$ cat config.mk
export PLATFORM = sky130hd
export DESIGN_NAME = qspi_master_engine
export DESIGN_NICKNAME = d
export VERILOG_FILES = /design/src/rtl/qspi_master_pkg.sv /design/src/rtl/qspi_clk_strobe.sv /design/src/rtl/qspi_master_engine.sv
export SDC_FILE = /design/constraint.sdc
export NUM_CORES = 1
export LEC_CHECK = 0
export CAP_MARGIN = 40
export CELL_PAD_IN_SITES_DETAIL_PLACEMENT = 1
export CELL_PAD_IN_SITES_GLOBAL_PLACEMENT = 2
export CORE_ASPECT_RATIO = 0.75
export CORE_UTILIZATION = 37
export CTS_BUF_LIST = sky130_fd_sc_hd__clkbuf_4
export CTS_CLUSTER_DIAMETER = 60
export DETAILED_ROUTE_END_ITERATION = 8
export DONT_BUFFER_PORTS = 1
export HOLD_SLACK_MARGIN = 0.08
export PLACE_DENSITY = 0.85
export SYNTH_ARGS = -nofsm -noshare
export SYNTH_HDL_FRONTEND = slang
export SYNTH_SLANG_ARGS = --single-unit
$ cat constraint.sdc
create_clock -name sd_clk -period 3.85 [get_ports sd_clk]
set_input_delay 0.5775 -clock sd_clk [delete_from_list [all_inputs] [get_ports sd_clk]]
set_output_delay 0.5775 -clock sd_clk [all_outputs]
set_load 0.01 [all_outputs]
$ cat src/rtl/qspi_master_pkg.sv
// qspi_master_pkg: FSM states and SPI-NOR opcodes for the flash master.
// QSPI_FAST_READ_DUMMY_EN adds the DUMMY state used by fast read.
package qspi_master_pkg;

  typedef enum logic [3:0] {
    ST_IDLE,
    ST_CS_SETUP,
    ST_CMD,
    ST_ADDR,
`ifdef QSPI_FAST_READ_DUMMY_EN
    ST_DUMMY,
`endif
    ST_WRITE,
    ST_READ,
    ST_CS_HOLD,
    ST_CS_GAP
  } st_e;

  localparam logic [7:0] CMD_READ      = 8'h03;
  localparam logic [7:0] CMD_FAST_READ = 8'h0B;
  localparam logic [7:0] CMD_PP        = 8'h02;
  localparam logic [7:0] CMD_WREN      = 8'h06;
  localparam logic [7:0] CMD_RDSR      = 8'h05;
  localparam logic [7:0] CMD_RDID      = 8'h9F;

endpackage

$ cat src/rtl/qspi_clk_strobe.sv
// qspi_clk_strobe: divides sd_clk into qspi_clk half-periods of CLK_DIV
// cycles; rise/fall flag the last cycle before qspi_clk toggles.
module qspi_clk_strobe #(
  parameter int CLK_DIV = 2
) (
  input  logic sd_clk,
  input  logic rst,
  input  logic en,
  output logic rise,
  output logic fall,
  output logic qspi_clk
);

  localparam int CW = (CLK_DIV > 1) ? $clog2(CLK_DIV) : 1;

  logic [CW-1:0] cnt;
  logic          ph;
  logic          last;

  assign last     = (cnt == CW'(CLK_DIV - 1));
  assign rise     = en & last & ~ph;
  assign fall     = en & last & ph;
  assign qspi_clk = ph;

  // Disabled means parked at the start of a low half.
  always_ff @(posedge sd_clk or posedge rst) begin
    if (rst) begin
      cnt <= '0;
      ph  <= 1'b0;
    end else if (!en) begin
      cnt <= '0;
      ph  <= 1'b0;
    end else if (last) begin
      cnt <= '0;
      ph  <= ~ph;
    end else begin
      cnt <= cnt + 1'b1;
    end
  end

endmodule

$ cat src/rtl/qspi_master_engine.sv
// qspi_master_engine: single-lane mode-0 SPI master for the flash pins.
// Define QSPI_FAST_READ_DUMMY_EN for dummy clocks after a 0x0B address.
module qspi_master_engine
  import qspi_master_pkg::*;
#(
  parameter int CLK_DIV      = 2,
  parameter int DUMMY_CYCLES = 8,
  parameter int CS_GAP       = 4
) (
  input  logic        sd_clk,
  input  logic        rst,
  input  logic        start,
  input  logic [7:0]  cmd,
  input  logic [23:0] addr,
  input  logic        has_addr,
  input  logic [15:0] wr_len,
  input  logic [15:0] rd_len,
  input  logic [7:0]  wr_data,
  output logic        wr_req,
  output logic [7:0]  rd_data,
  output logic        rd_valid,
  output logic        busy,
  output logic        done,
  output logic        qspi_clk,
  output logic        qspi_csn,
  output logic        qspi_di,
  input  logic        qspi_do,
  output logic        qspi_wpn,
  output logic        qspi_holdn
);

  localparam int BW =
    (DUMMY_CYCLES > 24) ? $clog2(DUMMY_CYCLES + 1) : 5;

  st_e           state, state_n;
  st_e           unit_nxt, data_nxt;
  logic [23:0]   addr_q;
  logic          has_addr_q;
`ifdef QSPI_FAST_READ_DUMMY_EN
  logic          fast_q;
`endif
  logic [15:0]   wr_left, rd_left, wait_cnt;
  logic [BW-1:0] bit_left;
  logic [31:0]   tx;
  logic [7:0]    rx;
  logic          shifting, sclk_en;
  logic          rise, fall, unit_end;

  assign busy     = (state != ST_IDLE);
  assign shifting = busy && state != ST_CS_SETUP &&
                    state != ST_CS_HOLD && state != ST_CS_GAP;
  assign sclk_en  = shifting || state == ST_CS_SETUP;
  assign unit_end = fall && shifting && bit_left == BW'(1);

  // A new write byte goes straight to the pin while it is fetched.
  assign qspi_di    = wr_req ? wr_data[7] : tx[31];
  assign qspi_wpn   = 1'b1;
  assign qspi_holdn = 1'b1;

  qspi_clk_strobe #(.CLK_DIV(CLK_DIV)) u_strobe (
    .sd_clk   (sd_clk),
    .rst      (rst),
    .en       (sclk_en),
    .rise     (rise),
    .fall     (fall),
    .qspi_clk (qspi_clk)
  );

  always_comb begin
    data_nxt = ST_CS_HOLD;
    if (wr_left != 16'd0)
      data_nxt = ST_WRITE;
    else if (rd_left != 16'd0)
      data_nxt = ST_READ;
    unit_nxt = data_nxt;
    if (state == ST_CMD && has_addr_q)
      unit_nxt = ST_ADDR;
`ifdef QSPI_FAST_READ_DUMMY_EN
    if (state == ST_ADDR && fast_q)
      unit_nxt = ST_DUMMY;
`endif
    state_n = state;
    unique case (state)
      ST_IDLE:     if (start) state_n = ST_CS_SETUP;
      ST_CS_SETUP: if (rise) state_n = ST_CMD;
      ST_CS_HOLD:  if (wait_cnt == 16'd0) state_n = ST_CS_GAP;
      ST_CS_GAP:   if (wait_cnt == 16'd0) state_n = ST_IDLE;
      default:     if (unit_end) state_n = unit_nxt;
    endcase
  end

  always_ff @(posedge sd_clk or posedge rst) begin
    if (rst) state <= ST_IDLE;
    else     state <= state_n;
  end

  always_ff @(posedge sd_clk or posedge rst) begin
    if (rst) begin
      addr_q     <= '0;
      has_addr_q <= 1'b0;
`ifdef QSPI_FAST_READ_DUMMY_EN
      fast_q     <= 1'b0;
`endif
      wr_left    <= '0;
      rd_left    <= '0;
      wait_cnt   <= '0;
      bit_left   <= '0;
      tx         <= '0;
      rx         <= '0;
      rd_data    <= '0;
      rd_valid   <= 1'b0;
      wr_req     <= 1'b0;
      done       <= 1'b0;
      qspi_csn   <= 1'b1;
    end else begin
      wr_req   <= 1'b0;
      rd_valid <= 1'b0;
      done     <= (state == ST_CS_GAP) && (state_n == ST_IDLE);
      qspi_csn <= (state_n == ST_IDLE) || (state_n == ST_CS_GAP);

      if (state == ST_IDLE && start) begin
        addr_q     <= addr;
        has_addr_q <= has_addr;
`ifdef QSPI_FAST_READ_DUMMY_EN
        fast_q     <= has_addr && cmd == CMD_FAST_READ;
`endif
        wr_left    <= wr_len;
        rd_left    <= rd_len;
        tx         <= {cmd, 24'h0};
        bit_left   <= BW'(8);
      end

      if (wr_req)
        tx <= {wr_data, 24'h0};

      if (rise && state == ST_READ) begin
        rx <= {rx[6:0], qspi_do};
        if (bit_left == BW'(1)) begin
          rd_data  <= {rx[6:0], qspi_do};
          rd_valid <= 1'b1;
        end
      end

      if (fall && shifting) begin
        if (bit_left != BW'(1)) begin
          tx       <= {tx[30:0], 1'b0};
          bit_left <= bit_left - 1'b1;
        end else begin
          tx       <= '0;
          bit_left <= BW'(8);
          case (state_n)
            ST_ADDR: begin
              tx       <= {addr_q, 8'h0};
              bit_left <= BW'(24);
            end
`ifdef QSPI_FAST_READ_DUMMY_EN
            ST_DUMMY: bit_left <= BW'(DUMMY_CYCLES);
`endif
            ST_WRITE: begin
              wr_req  <= 1'b1;
              wr_left <= wr_left - 1'b1;
            end
            ST_READ: rd_left <= rd_left - 1'b1;
            default: ;
          endcase
        end
      end

      if (state != ST_CS_HOLD && state_n == ST_CS_HOLD)
        wait_cnt <= 16'(CLK_DIV - 1);
      else if (state == ST_CS_HOLD && state_n == ST_CS_GAP)
        wait_cnt <= 16'(CS_GAP - 1);
      else if (wait_cnt != 16'd0)
        wait_cnt <= wait_cnt - 1'b1;
    end
  end

endmodule

==> impl_metrics.yaml <==
cells_and_area:
  antenna_cells: 0
  finalNonFillerCells: 928
  fill_cells: 1997
  multi_input_area_um2: 2955
  fin_nets: 761
  seqCellArea_um2: 3179
  areaGrowthSynthToFinish_pct: 7.309
  postLayoutCoreUtil: 0.4110
  final_layout_size_suffix_gt1_frac: 0.1503
timing:
  worst_pin_slew_ns: 0.8006
  period_share: 0.9066
  rsz0062_at_grt: "no"
  slew_headroom: 0.4663
  fmax_mhz: 286.5
  hold_ws_ns: 0.1321
  slew_viol_final: 0
  setup-violations-final: 0
  clock_skew_ns: 0.01834
  timing.final.ws_setup_ns: 0.3595
  hold_violations: 0
  fin_setup_tns_ns: 0
  period_minus_slack_ns: 3.490
floorplan:
  dieWidth_um: 155.3
  ios: 94
  core_um2: 17030
  rows: 41
  initial_core_util: 0.3830
  dieArea_um2: 18170
  die_h_um: 117.0
placement:
  dp.cells: 895
  port_buffers: 0
  gp_congestion: 0.8075
  pre_cts_slack_ns: 0.4245
  hpwl_um: 11700
worst_setup_path:
  crit_slowest_cell: "a21oi_2"
  cp_slowest_stage_delay_ns: 0.52
  path_cells: "inv_1 -> ha_1 -> nor4b_4 -> nand3_1 -> or3_1 -> a21oi_2 -> nand2_1 -> inv_2 -> a21oi_1 -> o221a_2"
  arrival_ns: 3.92
  worst-path-max-fanout: 14
  path_class: "flip-flop to flip-flop"
  crit_path_end_kind: "flip-flop"
  cp.required_ns: 4.28
  setup.worst_path.start_class: "flip-flop"
synthesis:
  syn-instance-count: 681
  synth.most_common_cell: "dfrtp_1"
  synth-edff-count: 0
  yosys_warnings: 0
  ys.flop_type: "dfrtp_1"
  synth_top_cell_by_area: "dfrtp_1"
  postSynthAreaPerCell_um2: 9.578
  ys_top_cells_by_area: "dfrtp_1, nand2_1, nor2_1"
  yosysTopAreaCellShare: 0.4834
  ys_seq_elements: 127
  async_flop_share: 1.000
  ys_types: 74
  syn_area_um2: 6523
  seq_area_frac_synth: 0.4874
  ys_top_cells_by_count: "dfrtp_1, nand2_1, nor2_1"
pwr:
  p_comb_frac: 0.321
  sw_frac_of_total: 0.3961
  p_int_w: 0.002861
  p_leak_nw: 3.178
  p_sw_w: 0.001876
  clockPowerShare: 0.202
  powerDensity_nw_per_um2: 676.8
  max-vdd-ir-drop_mv: 0.2107
  p_seq_frac: 0.477
global_routing:
  grt_pass1_wl_um: 27400
  overflow: 0
  first_global_vias: 5330
  track_usage: 0.1949
  antenna_found_initial: 0
  grt_max_degree: 72
routing:
  vias: 5123
  postRouteAntennaNets: 0
  first_iter_violations: 248
  dr.pass1.iters: 5
  via_per_inst: 5.520
  drc: 0
  avgRoutedWirePerCell_um: 17.95
  detail_route.wirelength_um: 16660
outcome:
  status: "finished clean"
cts:
  cts_resized: 0
  cts-buffers-inserted: 17
  clkTransAtPathRegs_ns: 0.11
  htreeDepth: 4
  clockBufferDepth: 2
  insertion_delay_ns: 0.54
  cts_tree: "built"
  cts_sinks: 127
  root_buffer: "clkbuf_4"
  cts_setup_buffers: 0
min_path:
  min_path_type: "primary input to flip-flop"
flow_run:
  drv_cap: 0
[kinds of logic after synthesis]
kind of cell,Yosys count,synth area share
buf+inv,77,0.06081
xor+xnor,12,0.01611
flops,127,0.4874
compound gates,150,0.1679
simple gates,284,0.2162
fa+ha+maj,5,0.009591
other cells,1,0.0005749
mux,25,0.04143
[cell type report]
class	instances	area share
sequential	127	0.4542
multi-input combinational	478	0.4222
tap	236	0.04219
inverter	41	0.02288
clock inverter	13	0.02092
clock buffer	19	0.02038
timing repair buffer	14	0.01716
[per-stage QoR]
| step | cell area [um2] | total power, W |
|---|---|---|
| global route | 6999 | 0.005123 |
| finish | 6999 | 0.004737 |
| CTS | 6999 | 0.004790 |
| global placement | 6700 | 0.003675 |
| detailed placement | 6700 | 0.003809 |
| floorplan | 6530 | 0.003371 |
[what timing repair did]
action | CTS | global route
setup endpoints to repair | 0 | 0
hold endpoints to repair | 8 | 0
hold buffers | 1 | 0
[cell usage in the layout (no fill, tap or decap), types with 3 or more instances in the layout]
cell        synthesis  layout
a21oi_1            36      36
nor4_4              3       3
o21ai_0            12      12
xnor2_1             5       5
a222oi_1           15      15
mux2_2             16      16
nor3b_1             3       3
or4_1               6       6
a21oi_2             3       3
buf_4               6      12
or2_2               5       5
bufinv_16           0       3
or3_1               8       8
xor2_1              7       7
o31ai_1             5       5
nor3_1             23      23
nand4b_1            3       3
o21ai_1             8       8
o21ba_2             3       3
nor2b_1             3       3
ha_1                5       5
a31oi_1            17      17
clkinvlp_4          0       3
dfrtp_1           126     126
o311ai_0            8       8
mux2i_1             9       9
inv_1              39      38
o21a_1             13      13
o221a_2             7       7
nand3_1            13      12
nand2_1           122     122
o22ai_1             4       4
nor2_1             62      62
clkinv_2            0       5
clkbuf_4            1      19
and3_1              4       4
nor4_1              7       7
[registers in the layout (all words and copies together), names as in the netlist, 4 cells and up]
register	flops
addr_q	24
tx	24
rd_left	16
wait_cnt	16
wr_left	16
rd_data	8
rx	7
bit_left	5
state	4
[worst max-delay path: cells and delay by family, from the launching register on]
kind	cells	cell delay [ns]
and+or+nand+nor	4	1.43
AOI/OAI and AO/OA	3	0.92
adders and majority gates	1	0.14
buffers and inverters	2	0.47
DFF	1	0.42
[power groups by stage]
stage,registers [W],logic (W),clock network (W)
after floorplan,0.00211,0.00127,0
after global placement,0.00223,0.00144,0
after detailed placement,0.00228,0.00153,0
after CTS,0.00225,0.00154,0.000998
after global routing,0.00233,0.00174,0.00105
final,0.00226,0.00152,0.000957
[final timing paths]
kind	slack [ns]	cells past startpoint	to	from
max	0.36	10	wr_left[5]	bit_left[1]
min	0.13	2	addr_q[21]	addr[21]
max reg2reg	0.36	10	wr_left[5]	bit_left[1]
min reg2reg	0.49	2	addr_q[22]	addr_q[22]
max in group asynchronous	2.49	3	addr_q[5]	rst
min in group asynchronous	0.45	2	done	rst
[routing by layer]
metal / track usage / vias to the layer above / share of wire
met3: 0.04639 / 19 / 0.050
li1: - / 2423 / -
met5: 0 / - / 0
met1: 0.2532 / 2562 / 0.46
met4: 0.07386 / 0 / 0.012
met2: 0.3192 / 119 / 0.47
Power figures use the tool's default switching activity.
